===== src/rtl/half_adder_pkg.sv =====
// Shared defaults for the half-adder array and its carry-event counter.
package half_adder_pkg;

  localparam int DEF_LANES = 1;
  localparam int DEF_CNT_W = 16;

endpackage


===== src/rtl/half_adder_ha_cell.sv =====
// Single-lane combinational half adder: {carry, sum} = a + b.
module ha_cell (
  input  logic a,
  input  logic b,
  output logic sum,
  output logic carry
);

  assign sum   = a ^ b;
  assign carry = a & b;

endmodule


===== src/rtl/half_adder.sv =====
// LANES-wide half-adder array with zero-latency outputs, a valid-qualified
// registered copy and a saturating count of accepted lane carries.
module half_adder
  import half_adder_pkg::*;
#(
  parameter int LANES = DEF_LANES,
  parameter int CNT_W = DEF_CNT_W
) (
  input  logic             clk,
  input  logic             rst_n,
  input  logic [LANES-1:0] a,
  input  logic [LANES-1:0] b,
  input  logic             in_valid,
  input  logic             clr_cnt,
  output logic [LANES-1:0] sum,
  output logic [LANES-1:0] carry,
  output logic [LANES-1:0] sum_q,
  output logic [LANES-1:0] carry_q,
  output logic             out_valid,
  output logic [CNT_W-1:0] carry_cnt
);

  localparam int PC_W = $clog2(LANES + 1);

  logic [LANES-1:0] sum_s;
  logic [LANES-1:0] carry_s;
  logic [PC_W-1:0]  pc_s;
  logic [CNT_W:0]   cnt_sum_s;
  logic [CNT_W-1:0] cnt_next_s;
  logic [1:0]       rst_sync_r;
  logic [LANES-1:0] sum_q_r;
  logic [LANES-1:0] carry_q_r;
  logic             out_valid_r;
  logic [CNT_W-1:0] cnt_r;

  function automatic logic [PC_W-1:0] popcount(input logic [LANES-1:0] v);
    logic [PC_W-1:0] n;
    n = {PC_W{1'b0}};
    for (int i = 0; i < LANES; i++) begin
      n = n + PC_W'(v[i]);
    end
    return n;
  endfunction

  for (genvar g = 0; g < LANES; g++) begin : g_lane
    ha_cell u_cell (
      .a     (a[g]),
      .b     (b[g]),
      .sum   (sum_s[g]),
      .carry (carry_s[g])
    );
  end

  // Counter next value: one extra bit catches overflow and clamps to all-ones.
  always_comb begin
    pc_s      = popcount(carry_s);
    cnt_sum_s = {1'b0, cnt_r} + (CNT_W + 1)'(pc_s);
    if (cnt_sum_s[CNT_W]) begin
      cnt_next_s = {CNT_W{1'b1}};
    end else begin
      cnt_next_s = cnt_sum_s[CNT_W-1:0];
    end
  end

  // Reset asserts immediately, releases two edges after rst_n rises.
  always_ff @(posedge clk or negedge rst_n) begin
    if (!rst_n) begin
      rst_sync_r <= 2'b00;
    end else begin
      rst_sync_r <= {rst_sync_r[0], 1'b1};
    end
  end

  // Registered result path and carry-event counter; held at zero until release.
  always_ff @(posedge clk or negedge rst_n) begin
    if (!rst_n) begin
      sum_q_r     <= {LANES{1'b0}};
      carry_q_r   <= {LANES{1'b0}};
      out_valid_r <= 1'b0;
      cnt_r       <= {CNT_W{1'b0}};
    end else if (!rst_sync_r[1]) begin
      sum_q_r     <= {LANES{1'b0}};
      carry_q_r   <= {LANES{1'b0}};
      out_valid_r <= 1'b0;
      cnt_r       <= {CNT_W{1'b0}};
    end else begin
      if (in_valid) begin
        sum_q_r     <= sum_s;
        carry_q_r   <= carry_s;
        out_valid_r <= 1'b1;
      end else begin
        sum_q_r     <= sum_q_r;
        carry_q_r   <= carry_q_r;
        out_valid_r <= 1'b0;
      end
      if (clr_cnt) begin
        cnt_r <= {CNT_W{1'b0}};
      end else if (in_valid) begin
        cnt_r <= cnt_next_s;
      end else begin
        cnt_r <= cnt_r;
      end
    end
  end

  assign sum       = sum_s;
  assign carry     = carry_s;
  assign sum_q     = sum_q_r;
  assign carry_q   = carry_q_r;
  assign out_valid = out_valid_r;
  assign carry_cnt = cnt_r;

endmodule


===== config.mk =====
export PLATFORM = sky130hd
export DESIGN_NAME = half_adder
export DESIGN_NICKNAME = d
export VERILOG_FILES = /design/src/rtl/half_adder_pkg.sv /design/src/rtl/half_adder_ha_cell.sv /design/src/rtl/half_adder.sv
export SDC_FILE = /design/constraint.sdc
export NUM_CORES = 1
export LEC_CHECK = 0
export CORE_MARGIN = 5
export CORE_UTILIZATION = 50
export CTS_CLUSTER_DIAMETER = 50
export DETAILED_ROUTE_END_ITERATION = 7
export PLACE_DENSITY = 0.8
export SETUP_SLACK_MARGIN = 0.2
export SLEW_MARGIN = 20
export SYNTH_ARGS = -nofsm -noshare
export SYNTH_HDL_FRONTEND = slang
export SYNTH_HIERARCHICAL = 1
export SYNTH_SLANG_ARGS = --single-unit

===== constraint.sdc =====
create_clock -name clk -period 2.5 [get_ports clk]
set_clock_uncertainty 0.2 [all_clocks]
set_input_delay 0.5 -clock clk [delete_from_list [all_inputs] [get_ports clk]]
set_output_delay 0.5 -clock clk [all_outputs]
set_load 0.01 [all_outputs]

# == Word level (Yosys, flattened, before mapping) ==
# Cells that the tools add are included.
# classes
addsub,1
eq_ne,2
n_mux,10
bitwise,2
# op_table
operator,count
$mux W16,4
$add A16 B1 Y17,1
$mux W1,6
$ne A3 B3 Y1 const B,1
$ne A2 B2 Y1 const B,1
$and A1 B1 Y1,1
$xor A1 B1 Y1,1
# totals
ff_bits,21
inputBits,6
elab_cells,20

# == Depth between registers and ports, before layout ==
# Gate-level depths: netlist of the first run.
# depth
depth_word,6
mapped_depth,7
mapped_depth_nobuf,6

# == Cells and area by module ==
# The synthesis of the first run kept the hierarchy.
# by_module_without_submodules
mod,n_inst,cells_per_inst,area_per_inst_um2,seq_area_each_um2
half_adder,1,96,1071.0,525.5
ha_cell,1,1,12.5,0.0

# == Least setup slack after synthesis of the first run ==
# Ideal clock, no wire load.
# synth_timing
path_type,input -> register
from,in a
to,reg cnt_r[14] (netlist: carry_cnt[14])
setup_time_ns,0.140
t_arrival_ns,1.754
required_ns,2.160
setup_slack_ns,0.406
cell_stages,6
path_cell_list,ha_1 -> ha_1 -> nand4_4 -> nor4_2 -> and3b_1 -> nor3_2
# synth_between
elab_chain_cells,6
# synth_lines
item,line,source
"start, declared",half_adder.sv:11,"input logic [LANES-1:0] a,"
$and A1 B1 Y1,half_adder_ha_cell.sv:10,assign carry = a & b;
$add A16 B1 Y17,half_adder.sv:57,"cnt_sum_s = {1'b0, cnt_r} + (CNT_W + 1)'(pc_s);"
$mux W16,half_adder.sv:58,if (cnt_sum_s[CNT_W]) begin
$mux W16,half_adder.sv:98,end else if (in_valid) begin
$mux W16,half_adder.sv:96,if (clr_cnt) begin
$mux W16,half_adder.sv:81,end else if (!rst_sync_r[1]) begin
"end signal, assigned",half_adder.sv:80,cnt_r <= {CNT_W{1'b0}};
"end signal, assigned",half_adder.sv:97,cnt_r <= {CNT_W{1'b0}};
"end signal, assigned",half_adder.sv:99,cnt_r <= cnt_next_s;
"end, declared",half_adder.sv:34,logic [CNT_W-1:0] cnt_r;
# No other way between the ends. The select of a mux whose other input is x is not followed.
# A chain may end at the register's enable or synchronous reset.

# == Worst setup path after layout of the first run ==
# layout_timing
from,in a
to,out carry
# layout_between
elab_chain_cells,1
# layout_lines
item,line,source
$and A1 B1 Y1,half_adder_ha_cell.sv:10,
"end, declared",half_adder.sv:16,"output logic [LANES-1:0] carry,"
# No other way between the ends.

==> impl_results.md, run 1 <==
* Status: completed
* Most frequent cell after synthesis: dfrtp_1
* # DRC at 0
* Die Span X at 56.6 um
* Worst R2R Path Depth at 6
* Die Ht at 56.6 um
* Vias/cell at 5.13
* RSZ-0062 raised after global routing: no
* Post-synthesis sequential area ratio at 0.485
* Drt total wl at 2.15 mm
* Setup CP Type: in2out
* Clk_lat worst skew at 310 ps
* CTS tree: done
* Finished Cell Area at 0.00144 mm^2
* Initial DRC count at 4
* Drt first pass iters at 4
* Synth Area per Inst at 11.2 um^2
* Pins Over Slew Limit at 0
* Total grt overflow at 0
* H-tree depth at 1
* Main synth FF type: dfrtp_1
* CP Launch Type: input pin
* Number of I/O port buffers at 26
* GP Congestion at 0.761
* Area Overhead vs Synth at 33.3%
* Hold depth at 0
* Synth top area cells: dfrtp_1, xnor2_1, o21ai_2, nand4_4, ha_1
* Core ar. at 0.00202 mm^2
* P_leak at 0.606 nW
* # IOs at 27
* Post-Syn Area at 0.00108 mm^2
* Initial antenna violation count at 0
* Area after DPL at 0.00142 mm^2
* Max-cap viol count at 0
* VDD IR max at 0.000364 V
* Crit Path Max Fanout at 3
* DR vias at 816
* Layout cells sized above 1 at 0.189
* Detail Route Antenna Nets at 0
* Tmin final at 2240 ps
* Yosys top cell by area: dfrtp_1
* Total track usage at 0.158
* Final hold violation count at 0
* Post-synth EDFFs at 0
* Clk sinks at 21
* Netlist cell types at 29
* Pwr Density at 390 mW/mm^2
* Endpoints failing setup at 0
* Total CTS buffers at 3
* CP arrival at 1540 ps
* Ant diodes at 0
* Tcrit/Tclk final at 0.896
* DR WL/cell at 13.5 um
* Min-Delay Path Class: reg2reg
* Largest net degree at the start of global routing at 22
* FFs w/ async S/R, synth at 1.00
* Total power at 0.000562 W
* Multi-input gate area at 528 um^2
* Utilization after layout at 0.714
* HPWL Detailed at 1.72 mm
* Floorplan row count at 16
* Syn nets at 106
* Yosys warning count at 6
* Initial Utilization at 0.536
* CTS clk-pin slew, worst paths at 120 ps
* Mapped Cells at 97
* Root Driver: clkbuf_4
* Setup tns final at 0 ps
* Vias in the first global route at 838
* Post-synth top area share at 0.485
* Critical path endpoint category: output pin
* Die area at 0.00320 mm^2
* Synth Register Bits at 21
* First-pass GRT wire length at 3.93 mm
* Commonest cells post-synth: dfrtp_1, xnor2_1, nor2_1, o21ai_0, o21ai_2
* Storage cell area at 526 um^2
* R2R setup slack at 710 ps
* Fin nets at 142
* Buffer count from post-CTS setup fixing at 0
* CTS max path bufs at 2
* Req. time, crit path at 1800 ps
* FMAX at 446 MHz
* FILL cells at 166
[placed cells by master, fill, tap and decap left out]
master and n:
nand2b_1 1, a31oi_1 2, o21ai_2 5, clkdlybuf4s50_1 24
clkinv_2 1, and3b_1 1, nor2b_1 2, nor3_4 1
mux2i_1 3, nor2_1 7, a211oi_1 1, buf_4 8
clkbuf_4 3, xor2_1 2, nand4_1 4, xnor2_1 10
nor3_1 2, ha_1 3, nand4_4 2, dfrtp_1 21
nor4_2 3, conb_1 1, nor3_2 1, inv_1 3
o21ai_0 7, nand3_1 4, o21ai_1 1, and2_1 1
a21oi_1 1, dlygate4sd2_1 2, nand2_1 4, nor2_2 1
[final timing paths]
kind | start | endpoint
worst min-delay path | rst_sync_r[0]$_DFF_PN0_ | rst_sync_r[1]$_DFF_PN0_
max in group asynchronous | rst_n | carry_q$_DFFE_PN0P_
worst max-delay path | a | carry
worst min register to register | rst_sync_r[0]$_DFF_PN0_ | rst_sync_r[1]$_DFF_PN0_
min in group asynchronous | rst_n | carry_cnt[1]$_DFFE_PN0P_
worst max register to register | carry_cnt[0]$_DFFE_PN0P_ | carry_cnt[8]$_DFFE_PN0P_
[worst max-delay path: stages]
cell and delay [ps]:
clkdlybuf4s50_1 400, ha_1 220, buf_4 150, dlygate4sd2_1 280
[per-stage QoR]
step	worst slack, ps	std cells	hold WS (ps)
2_1_floorplan	406	97	4.41
3_3_place_gp	28.1	155	138
3_5_place_dp	-37.4	155	140
4_1_cts	250	159	169
5_1_grt	213	159	195
6_report	259	159	164
[routing by layer]
layer / track usage / routed length (um) / part of all wire
met5: 0 / 0 / 0
met4: 0.0712 / 40 / 0.019
met3: 0.0367 / 87 / 0.040
met2: 0.257 / 1060 / 0.49
met1: 0.199 / 962 / 0.45
[cell type report]
cell class / instances / share of cell area
clock buffer: 3 / 0.0156
clock inverter: 1 / 0.00347
sequential: 21 / 0.364
tap: 27 / 0.0234
timing repair buffer: 34 / 0.220
multi-input combinational: 70 / 0.366
inverter: 3 / 0.00780
[state kept, by name, summed over array words and instances, names as in the netlist]
name,flops
carry_cnt,16
sum_q,1
carry_q,1
rst_sync_r,2
out_valid,1
[logic make-up (layout without fill, tap and decap cells)]
group                      Yosys count  count (layout)  synth area share
AOI/OAI and AO/OA                   17              17             0.100
xor gates and xnor gates            12              12            0.0970
adders and majority gates            3               3            0.0346
buffers and inverters                6              41            0.0277
DFF                                 21              21             0.485
muxes                                3               3            0.0277
other                                1               1           0.00346
and+or+nand+nor                     34              34             0.224
[power breakdown]
part	switching [W]	internal (W)	total, W
logic	0.0000238	0.0000236	0.0000474
clock network	0.000109	0.0000598	0.000168
registers	0.00000239	0.000344	0.000347
[repair_timing]
item / CTS / global route
hold buffers: 0 / 0
setup endpoints to repair: 2 / 0
gates resized for setup: 2 / 0
Note: power is estimated with default switching activity, not from simulation.
==> run 2, diff against run 1 <==
- CELL_PAD_IN_SITES_DETAIL_PLACEMENT: unset -> 1
- CELL_PAD_IN_SITES_GLOBAL_PLACEMENT: unset -> 1
- CORE_UTILIZATION: 50 -> 40
- PLACE_DENSITY: 0.8 -> 0.82
==> run 2 against run 1 <==
Against the previous run: die area increased by 20%; critical path depth unchanged; register-to-register slack got worse by 20 ps; non-clock buffer count unchanged; worst hold slack improved by 8.6 ps; sequential power about the same; cell count increased by 1.9%; first-iteration DRC count increased to 2.8 times the previous value; utilization decreased by 14 points; worst setup slack got worse by 0.90 ps; global-route usage decreased by 0.85 points; clock-buffer cell count unchanged.
==> impl_results.md, run 2 (synthesis gave the netlist of run 1 again) <==
* Status: completed
* DR WL/cell at 15.5 um (+15%)
* Max-cap viol count at 0 (unchanged)
* Placed insts at 158 (+1.9%)
* CTS tree: done
* Storage cell area at 526 um^2 (unchanged)
* Commonest non-fill, non-tap cell in the layout: clkdlybuf4s50_1
* Vias in the first global route at 922 (+10%)
* GP Congestion at 0.726 (-4.7%)
* Total track usage at 0.150 (-0.00847)
* # IOs at 27 (unchanged)
* Met1 Use GR at 0.185 (-0.0138)
* Buffer count from post-CTS setup fixing at 0 (unchanged)
* Die Span X at 62.0 um (+9.7%)
* Drt total wl at 2.52 mm (+17%)
* Core ar. at 0.00254 mm^2 (+26%)
* Sw Pwr at 0.000133 W (-1.3%)
* CP Launch Type: input pin
* Min-Delay Path Class: reg2reg
* CTS max path bufs at 2 (unchanged)
* Pins Over Slew Limit at 0 (unchanged)
* Pint at 0.000428 W (about the same)
* Endpoints failing setup at 0 (unchanged)
* Fin nets at 142 (unchanged)
* Fin cells at 162 (+1.9%)
* Crit. Startpoint: a
* Crit Path Max Fanout at 3 (unchanged)
* Total CTS buffers at 3 (unchanged)
* Root Driver: clkbuf_4
* Layout cells sized above 1 at 0.197 (+0.00758)
* Hold Worst Slack at 173 ps (+8.59 ps)
* HPWL Detailed at 1.93 mm (+12%)
* Die Ht at 62.0 um (+9.7%)
* FMAX at 446 MHz (about the same)
* # DRC at 0 (unchanged)
* Hold Startpoint: rst_sync_r[0]$_DFF_PN0_
* Comb power frac at 0.086 (+0.002)
* Critical path endpoint category: output pin
* DR vias at 849 (+4.0%)
* Drt first pass iters at 4 (unchanged)
* Initial Utilization at 0.426 (-0.110)
* Detail Route Antenna Nets at 0 (unchanged)
* GRT met2 Usage at 0.266 (+0.00885)
* Commonest non-fill, non-tap cells in the layout: clkdlybuf4s50_1, dfrtp_1, xnor2_1
* Met3 GRT Util at 0.0310 (-0.00571)
* Multi-input gate area at 542 um^2 (+2.6%)
* Final hold violation count at 0 (unchanged)
* Beginning of the worst register-to-register path: carry_cnt[0]$_DFFE_PN0P_
* Total grt overflow at 0 (unchanged)
* Initial DRC count at 11 (+7)
* Max reg flops at 16 (unchanged)
* Vias/cell at 5.24 (+2.1%)
* CTS clk-pin slew, worst paths at 110 ps (about the same)
* Flop pwr share at 0.619 (+0.003)
* Busiest grt layer: met2
* Switching Share at 0.237 (-0.00236)
* Clock share of power at 0.295 (-0.005)
* Tcrit/Tclk final at 0.897 (about the same)
* VDD IR max at 0.000373 V (+2.7%)
* P_leak at 0.623 nW (+2.9%)
* H-tree depth at 1 (unchanged)
* Tmin final at 2240 ps (+0.900 ps)
* Initial antenna violation count at 0 (unchanged)
* Clk sinks at 21 (unchanged)
* Ant diodes at 0 (unchanged)
* Die area at 0.00385 mm^2 (+20%)
* Setup CP Type: in2out
* CP arrival at 1540 ps (about the same)
* Floorplan row count at 18 (+2)
* Clk_lat worst skew at 310 ps (about the same)
* Req. time, crit path at 1800 ps (about the same)
* Number of I/O port buffers at 26 (unchanged)
* RSZ-0062 raised after global routing: no
* Largest net degree at the start of global routing at 22 (unchanged)
* FILL cells at 292 (+76%)
* Total power at 0.000561 W (-0.29%)
* First-pass GRT wire length at 4.31 mm (+9.5%)
* Area Overhead vs Synth at 34.9%
* Pwr Density at 384 mW/mm^2 (-1.5%)
==> run 2: cell counts in the layout (fill, tap and decap cells not counted) <==
No cell type changed its count.
==> run 2: final cells by class <==
class	count	share of cell area
inverters	3	0.00771
well taps	30	0.0257
repair buffers	34	0.217
multi-input cells	70	0.371
clock inverters	1	0.00342
clock buffers	3	0.0154
flip-flops and latches	21	0.360
==> run 2: power by group through the flow <==
stage / clock, W / combinational [W] / sequential, W
floorplan: 0 / 0.0000175 / 0.000355
global placement: 0 / 0.0000509 / 0.000353
detailed placement: 0 / 0.0000512 / 0.000354
CTS: 0.000171 / 0.0000494 / 0.000347
global route: 0.000186 / 0.0000534 / 0.000348
finish: 0.000166 / 0.0000482 / 0.000347
==> run 2: path summary, 6_finish.rpt <==
path / to / slack (ps) / depth (start not counted)
worst min register to register: rst_sync_r[1]$_DFF_PN0_ / 170 / 0
worst max register to register: carry_cnt[14]$_DFFE_PN0P_ / 690 / 5
worst min-delay path: rst_sync_r[1]$_DFF_PN0_ / 170 / 0
min in group asynchronous: carry_q$_DFFE_PN0P_ / 320 / 2
max in group asynchronous: carry_cnt[8]$_DFFE_PN0P_ / 1570 / 2
worst max-delay path: carry / 260 / 4
==> run 2: metal layers <==
metal	vias up	wire length [um]
li1	410	-
met1	425	1100
met2	10	1320
met3	4	74
met4	0	27
met5	-	0
==> run 2: critical path, stage by stage <==
cell,delay (ps)
clkdlybuf4s50_1,400
ha_1,210
buf_4,140
dlygate4sd2_1,280
==> run 2: what timing repair did <==
action | 4_1_cts | 5_1_grt
gates resized for setup | 2 | 2
gates cloned | 0 | 0
setup endpoints to repair | 2 | 2
hold buffers | 0 | 0
==> run 2: metrics by stage <==
stage	area [um^2]	worst slack, ps	utilization	setup TNS (ps)
after global routing	1460	194	0.574	0
after global placement	1420	8.99	0.559	0
after CTS	1450	243	0.569	0
after floorplan	1080	406	-	0
after detailed placement	1420	-36.0	0.559	-94.6
final	1460	259	0.574	0
